### config.mk
export PLATFORM = sky130hd
export DESIGN_NAME = mem_port_arbiter
export DESIGN_NICKNAME = d
export VERILOG_FILES = /design/src/rtl/pipe_ctrl_pkg.sv /design/src/rtl/mem_lat_timer.sv /design/src/rtl/mem_port_arbiter.sv
export SDC_FILE = /design/constraint.sdc
export NUM_CORES = 1
export LEC_CHECK = 0
export CAP_MARGIN = 20
export CORE_ASPECT_RATIO = 1.25
export CORE_MARGIN = 10
export CORE_UTILIZATION = 40
export CTS_CLUSTER_DIAMETER = 120
export DETAILED_ROUTE_END_ITERATION = 16
export GPL_TIMING_DRIVEN = 0
export PLACE_DENSITY = 0.81
export RECOVER_POWER = 100
export SKIP_LAST_GASP = 1
export SLEW_MARGIN = 10
export SYNTH_ARGS = -nofsm -noshare
export SYNTH_HDL_FRONTEND = slang
export SYNTH_SLANG_ARGS = --single-unit
### constraint.sdc
create_clock -name clk -period 1.58 [get_ports clk]
set_input_delay 0.237 -clock clk [delete_from_list [all_inputs] [get_ports clk]]
set_output_delay 0.237 -clock clk [all_outputs]
set_load 0.1 [all_outputs]
### src/rtl/pipe_ctrl_pkg.sv
// Shared pipeline-control types: arbiter state encoding and datapath widths.
package pipe_ctrl_pkg;

  localparam int unsigned XLEN      = 32;
  localparam int unsigned REGADDR_W = 5;

  typedef enum logic [2:0] {
    ARB_IDLE     = 3'd0,
    ARB_BUSY_IF  = 3'd1,
    ARB_BUSY_MEM = 3'd2,
    ARB_DONE_IF  = 3'd3,
    ARB_DONE_MEM = 3'd4
  } arb_state_t;

endpackage

### src/rtl/mem_lat_timer.sv
// Loadable down-counter that times the fixed memory latency; holds at zero.
module mem_lat_timer #(
  parameter int unsigned MEM_LAT = 2
) (
  input  logic clk,
  input  logic rst,
  input  logic i_load,
  input  logic i_dec,
  output logic o_zero
);

  localparam int unsigned CNT_W = $clog2(MEM_LAT + 1);

  logic [CNT_W-1:0] r_cnt;

  always_ff @(posedge clk) begin
    if (rst) begin
      r_cnt <= '0;
    end else if (i_load) begin
      r_cnt <= CNT_W'(MEM_LAT);
    end else if (i_dec && (r_cnt != '0)) begin
      r_cnt <= r_cnt - CNT_W'(1);
    end
  end

  assign o_zero = (r_cnt == '0);

endmodule

### src/rtl/mem_port_arbiter.sv
// Shares one fixed-latency memory port between instruction fetch and data access,
// one access at a time, and raises the pipeline stalls while a request is pending.
module mem_port_arbiter
  import pipe_ctrl_pkg::*;
#(
  parameter int unsigned MEM_LAT = 2
) (
  input  logic            clk,
  input  logic            rst,
  input  logic            if_req,
  input  logic [XLEN-1:0] if_addr,
  output logic [XLEN-1:0] if_rdata,
  output logic            if_ready,
  input  logic            mem_req,
  input  logic            mem_we,
  input  logic [XLEN-1:0] mem_addr,
  input  logic [XLEN-1:0] mem_wdata,
  output logic [XLEN-1:0] mem_rdata,
  output logic            mem_ready,
  output logic            port_en,
  output logic            port_we,
  output logic [XLEN-1:0] port_addr,
  output logic [XLEN-1:0] port_wdata,
  input  logic [XLEN-1:0] port_rdata,
  output logic            stall_if,
  output logic            stall_mem
);

  arb_state_t r_state;
  arb_state_t w_state_nxt;

  logic w_issue_if;
  logic w_issue_mem;
  logic w_cap_if;
  logic w_cap_mem;
  logic w_busy;
  logic w_cnt_zero;

  logic            r_port_en;
  logic            r_port_we;
  logic [XLEN-1:0] r_port_addr;
  logic [XLEN-1:0] r_port_wdata;
  logic [XLEN-1:0] r_if_rdata;
  logic [XLEN-1:0] r_mem_rdata;

  always_ff @(posedge clk) begin
    if (rst) r_state <= ARB_IDLE;
    else     r_state <= w_state_nxt;
  end

  // After a completion the other requester gets the next slot, so neither can starve.
  always_comb begin
    w_state_nxt = r_state;
    case (r_state)
      ARB_IDLE: begin
        if (mem_req)     w_state_nxt = ARB_BUSY_MEM;
        else if (if_req) w_state_nxt = ARB_BUSY_IF;
      end
      ARB_BUSY_IF:  if (w_cnt_zero) w_state_nxt = ARB_DONE_IF;
      ARB_BUSY_MEM: if (w_cnt_zero) w_state_nxt = ARB_DONE_MEM;
      ARB_DONE_IF:  w_state_nxt = mem_req ? ARB_BUSY_MEM : ARB_IDLE;
      ARB_DONE_MEM: w_state_nxt = if_req  ? ARB_BUSY_IF  : ARB_IDLE;
      default:      w_state_nxt = ARB_IDLE;
    endcase
  end

  always_comb begin
    w_issue_if  = 1'b0;
    w_issue_mem = 1'b0;
    w_cap_if    = 1'b0;
    w_cap_mem   = 1'b0;
    w_busy      = 1'b0;
    case (r_state)
      ARB_IDLE: begin
        w_issue_mem = mem_req;
        w_issue_if  = ~mem_req & if_req;
      end
      ARB_BUSY_IF: begin
        w_busy   = 1'b1;
        w_cap_if = w_cnt_zero;
      end
      ARB_BUSY_MEM: begin
        w_busy    = 1'b1;
        w_cap_mem = w_cnt_zero;
      end
      ARB_DONE_IF:  w_issue_mem = mem_req;
      ARB_DONE_MEM: w_issue_if  = if_req;
      default: ;
    endcase
  end

  mem_lat_timer #(
    .MEM_LAT (MEM_LAT)
  ) u_timer (
    .clk    (clk),
    .rst    (rst),
    .i_load (w_issue_if | w_issue_mem),
    .i_dec  (w_busy),
    .o_zero (w_cnt_zero)
  );

  // Requester inputs are captured only on the issue edge.
  always_ff @(posedge clk) begin
    if (rst) begin
      r_port_en    <= 1'b0;
      r_port_we    <= 1'b0;
      r_port_addr  <= '0;
      r_port_wdata <= '0;
      r_if_rdata   <= '0;
      r_mem_rdata  <= '0;
    end else begin
      r_port_en <= w_issue_if | w_issue_mem;
      r_port_we <= w_issue_mem & mem_we;
      if (w_issue_mem) begin
        r_port_addr  <= mem_addr;
        r_port_wdata <= mem_wdata;
      end else if (w_issue_if) begin
        r_port_addr  <= if_addr;
        r_port_wdata <= '0;
      end
      if (w_cap_if)  r_if_rdata  <= port_rdata;
      if (w_cap_mem) r_mem_rdata <= port_rdata;
    end
  end

  assign port_en    = r_port_en;
  assign port_we    = r_port_we;
  assign port_addr  = r_port_addr;
  assign port_wdata = r_port_wdata;
  assign if_rdata   = r_if_rdata;
  assign mem_rdata  = r_mem_rdata;
  assign if_ready   = (r_state == ARB_DONE_IF);
  assign mem_ready  = (r_state == ARB_DONE_MEM);
  assign stall_if   = if_req & ~if_ready;
  assign stall_mem  = mem_req & ~mem_ready;

endmodule

# --- Yosys cells after proc, flatten, opt, wreduce, memory -nomap -nowiden ---
# Cells that the tools add are included.
totals:
  regBits: 135
op_classes:
  add_sub_neg: 1
  n_eq_ne: 7
  n_mux: 18
  bitwise_logic: 8
  n_reduce_logical: 10
op_table:
  columns: ["cell", "n"]
  rows:
  - ["32-bit 2-to-1 mux", 4]
  - ["3-bit one-hot mux with 5 select lines", 1]
  - ["3-bit 2-to-1 mux", 4]
  - ["3-bit by 2-bit equality test with 1-bit output (second input constant)", 2]
  - ["2-bit 2-to-1 mux", 3]
  - ["2-bit nonzero test", 3]
  - ["2-bit OR reduction", 3]
  - ["1-bit 2-to-1 mux", 5]
  - ["1-bit bitwise AND", 4]
  - ["2-bit != test (second input constant)", 2]
  - ["3-bit by 1-bit equality test with 1-bit output (second input constant)", 1]
  - ["3-bit equality test (second input constant)", 1]
  - ["3-bit zero test", 1]
  - ["3-bit != test (second input constant)", 1]
  - ["1-bit NOT", 3]
  - ["3-bit AND reduction", 1]
  - ["2-bit zero test", 1]
  - ["1-bit one-hot mux with 2 select lines", 1]
  - ["2-bit by 1-bit subtractor with 2-bit output (second input constant)", 1]
  - ["1-bit logical AND", 1]
  - ["1-bit OR", 1]

# --- Longest topological paths before layout ---
logic_depth:
  word_depth: 6
  ltp_mapped: 7

# --- Cells and area by module ---
# A second synthesis with hierarchy kept.
unflattened:
  hier_cells: 590
  hier_area_um2: 5139.9
modules_own_cells:
  columns: ["module", "instances", "cells_each", "area_each_um2", "seq_area_each_um2"]
  rows:
  - ["mem_port_arbiter", 1, 579, 5033.6, 2662.6]
  - ["mem_lat_timer", 1, 11, 106.4, 40.0]

# --- Worst setup path after synthesis ---
# No wires, ideal clock.
synth_path:
  path_type: "reg2out"
  start: "register r_state[0]"
  end: "output stall_if"
  arrival_time_ns: 4.182
  slack_ns: -2.839
  path_stages_with_launch: 5
  path_buffers: 1
  path_cell_list: "dfxtp_1 buf_2 inv_1 nor3b_1 nor2b_1"
synth_via:
  elab_chain_len: 3
synth_lines:
  columns: ["element", "line", "source"]
  rows:
  - ["from (decl)", "mem_port_arbiter.sv:29", "arb_state_t r_state;"]
  - ["from (signal assigned)", "mem_port_arbiter.sv:48", "else r_state <= w_state_nxt;"]
  - ["3-bit by 2-bit equality test with 1-bit output", "mem_port_arbiter.sv:132", "assign if_ready = (r_state == ARB_DONE_IF);"]
  - ["net if_ready", "mem_port_arbiter.sv:13", "output logic if_ready,"]
  - ["1-bit NOT", "mem_port_arbiter.sv:134", "assign stall_if = if_req & ~if_ready;"]
  - ["1-bit bitwise AND", "mem_port_arbiter.sv:134", null]
  - ["to (decl)", "mem_port_arbiter.sv:25", "output logic stall_if,"]
# The timed path passes the listed nets, and every way through them passes these cells.

# --- Final worst setup path ---
layout_path:
  start: "register r_state[1]"
  end: "output stall_if"
layout_via:
  elab_chain_len: 3
layout_lines:
  columns: ["element", "line"]
  rows:
  - ["3-bit by 2-bit equality test with 1-bit output", "mem_port_arbiter.sv:132"]
  - ["1-bit NOT", "mem_port_arbiter.sv:134"]
  - ["1-bit bitwise AND", "mem_port_arbiter.sv:134"]
# No other way between the ends.

==> reports/metrics.csv <==
metric,value,unit
Die X,122,µm
hold buffer count at CTS,0,
worst setup margin,-112,ps
total CTS buffers,17,
Hold WS,396,ps
"EDFF count, synth",0,
RSZ-0062 raised after global routing,yes,
worst path cell trace,buf_8 -> nor3b_4 -> nor2b_4 -> buf_12,
Worst Max-Slew Pin Slew,606,ps
initial antenna violation count,0,
Max Fclk,591,MHz
hold crit path type,input pin to flip-flop,
Commonest cells post-synth,"193 x nand2_1, 135 x dfxtp_1, 67 x a21oi_1",
vias per cell,5.03,
CORE AREA,12800,µm²
fin crit period,1690,ps
WP data arrival,1450,ps
fin nets,1018,
cells after synthesis,582,
#FFs+latches synth,135,
main combinational cell family by area after synthesis,compound AO/OA/AOI/OAI gates,
type of origin of the critical path,flip-flop,
status,"complete, but fails checks",
initial DRC count,284,
slowest library cell on the worst path,dfxtp_4,
H-tree depth,4,
max-cap violations,0,
Leak,3.43,nW
share of the synthesized area in the top cell type,0.517,
routed via count,5357,
Longest Clk Path Bufs,2,
Die H,148,µm
Critical Path RT,1340,ps
share of layout cells above drive strength 1,0.310,
combinational share of power,0.382,
"Slew Viols, Final",0,
power share of the clock group,0.301,
Final Setup Violations,4,
Synth Warn #,0,
gp weighted congestion,0.783,
ANT nets after route,0,
P_int,7.28,mW
CTS tree,done,
Initial DRT Pass Iterations,6,
Initial Util,0.409,
footprint of the multi-input gates,2320,µm²
DR WL/cell,18.1,µm
PwrDens,1350,nW/µm²
Setup Skew,11.0,ps
post-synth net total,716,
I/O Buffers,266,
Mapped Avg Cell Area,8.99,µm²
largest stage delay on the critical path,370,ps
simple-gate portion of the synthesized area,0.203,
# DRC,0,
kind of critical path,flip-flop to primary output,
Switching Share,0.406,
switching power,4.98,mW
leading area contributor after synthesis,dfxtp_1,
register area,2710,µm²
ys flop type,dfxtp_1,
first-pass GRT wire length,28.9,mm
top-count cell post-synth,nand2_1,
cell area after synthesis,5230,µm²
mux share of post-synthesis cell area,0,
# diodes,0,
IO Pins,267,
clock transition at the registers of the reported paths,50,ps
Fin Setup TNS,-256,ps
Row Count,46,
Worst slew margin,0.596,
largest net degree at the start of global routing,17,
compound-cell area share of the yosys netlist,0.217,
final worst path period share,1.07,
"wirelength, routed",19.3,mm
Peak VDD IR,653,µV
final hold vios,0,
vias in the first global route,5331,
Post-Synth XOR/XNOR Area,0.00167,
Worst Path Buf+Inv,2,
number of distinct library cells after synthesis,33,
Area contributors post-synth,"dfxtp_1 52%, nand2_1 14%, a311oi_2 8.0%, a21oi_1 6.4%, a22o_1 5.4%",
async set or reset register ratio after synthesis,0,
failing checks,setup timing,
Root Driver,clkbuf_16,
Adder-Cell Fraction of Synth Area,0.00239,
CP Capture Type,primary output,
Sink Count,135,
Clock Latency Late Sink,410,ps
worst-path maximum fanout,5,
Worst path top cell family by delay,simple AND/OR/NAND/NOR gates,
"Area growth, synth to finish",74.1,%
die area,18100,µm²
sequential share of the synthesized area,0.517,
sequential share of power,0.317,
total gr overflow,0,
fill cell count,1011,
hpwl dp,14.3,mm
gr usage total,0.202,
## repair_timing
action,CTS,global route
endpoints found under the setup margin,249,187
buffers inserted,9,8
pin swaps,13,20
gates cloned,3,2
gates resized for setup,462,118
## sequential cells by signal, summed over array words and instances (netlist names)
register       count
port_addr         32
if_rdata          32
mem_rdata         32
port_we            1
u_timer.r_cnt      2
r_state            3
port_en            1
port_wdata        32
## through the flow
step	total power, mW	setup WS (ps)	instance area [µm²]	instances	util
floorplan	7.19	-379	5280	582	-
CTS	12.2	-155	9020	1059	0.706
detailed placement	8.47	-831	8150	1016	0.638
global route	12.7	-162	9110	1064	0.713
global placement	8.44	-828	8150	1016	0.638
finish	12.3	-112	9110	1064	0.713
## final timing paths
check / start / to / slack, ps / cells past startpoint
setup reg to reg: r_state[1]$_SDFFE_PP0P_ / port_addr[29]$_SDFFE_PP0P_ / 0 / 7
hold / removal: mem_we / port_we$_SDFF_PP0_ / 400 / 2
setup / recovery: r_state[1]$_SDFFE_PP0P_ / stall_if / -110 / 4
hold reg to reg: if_rdata[21]$_SDFFE_PP0P_ / if_rdata[21]$_SDFFE_PP0P_ / 450 / 2
## power by group through the flow
stage               Sequential [mW]  Clock, mW  Combinational, mW
finish                         3.90       3.69               4.68
global route                   3.93       3.89               4.88
CTS                            3.89       3.74               4.55
detailed placement             3.96          0               4.51
global placement               3.95          0               4.49
floorplan                      6.12          0               1.07
## per-layer routing
layer  part of all wire  vias to the layer above  track usage
met4              0.021                        0       0.0697
met5                  0                        -            0
met1               0.38                     2513        0.218
li1                   -                     2612            -
met3              0.093                       25       0.0831
met2               0.51                      207        0.346
## layout make-up
class	count	area share
sequential	135	0.297
timing repair buffer	288	0.321
tap	168	0.0231
multi-input combinational	388	0.255
inverter	4	0.00192
buffer	50	0.0419
clock inverter	12	0.0115
clock buffer	19	0.0486
## kinds of logic (layout without fill, tap and decap cells)
| kind of cell | after synthesis | count (layout) |
|---|---|---|
| buf+inv | 59 | 373 |
| flops | 135 | 135 |
| fa+ha+maj | 1 | 1 |
| compound gates | 138 | 138 |
| xor+xnor | 1 | 1 |
| simple gates | 248 | 248 |
## placed cells by master (no fill, tap or decap), drive strengths merged, types with 3 or more instances in the layout
cell type / n
nand2: 193
dfxtp: 135
clkdlybuf4s50: 132
clkdlybuf4s15: 71
buf: 69
a21oi: 67
clkdlybuf4s18: 44
clkbuf: 41
nor3: 34
a311oi: 33
a22o: 32
clkinv: 8
inv: 5
nor2b: 4
nor3b: 3
nor2: 3
No activity file was read; power rests on OpenSTA's default activity.
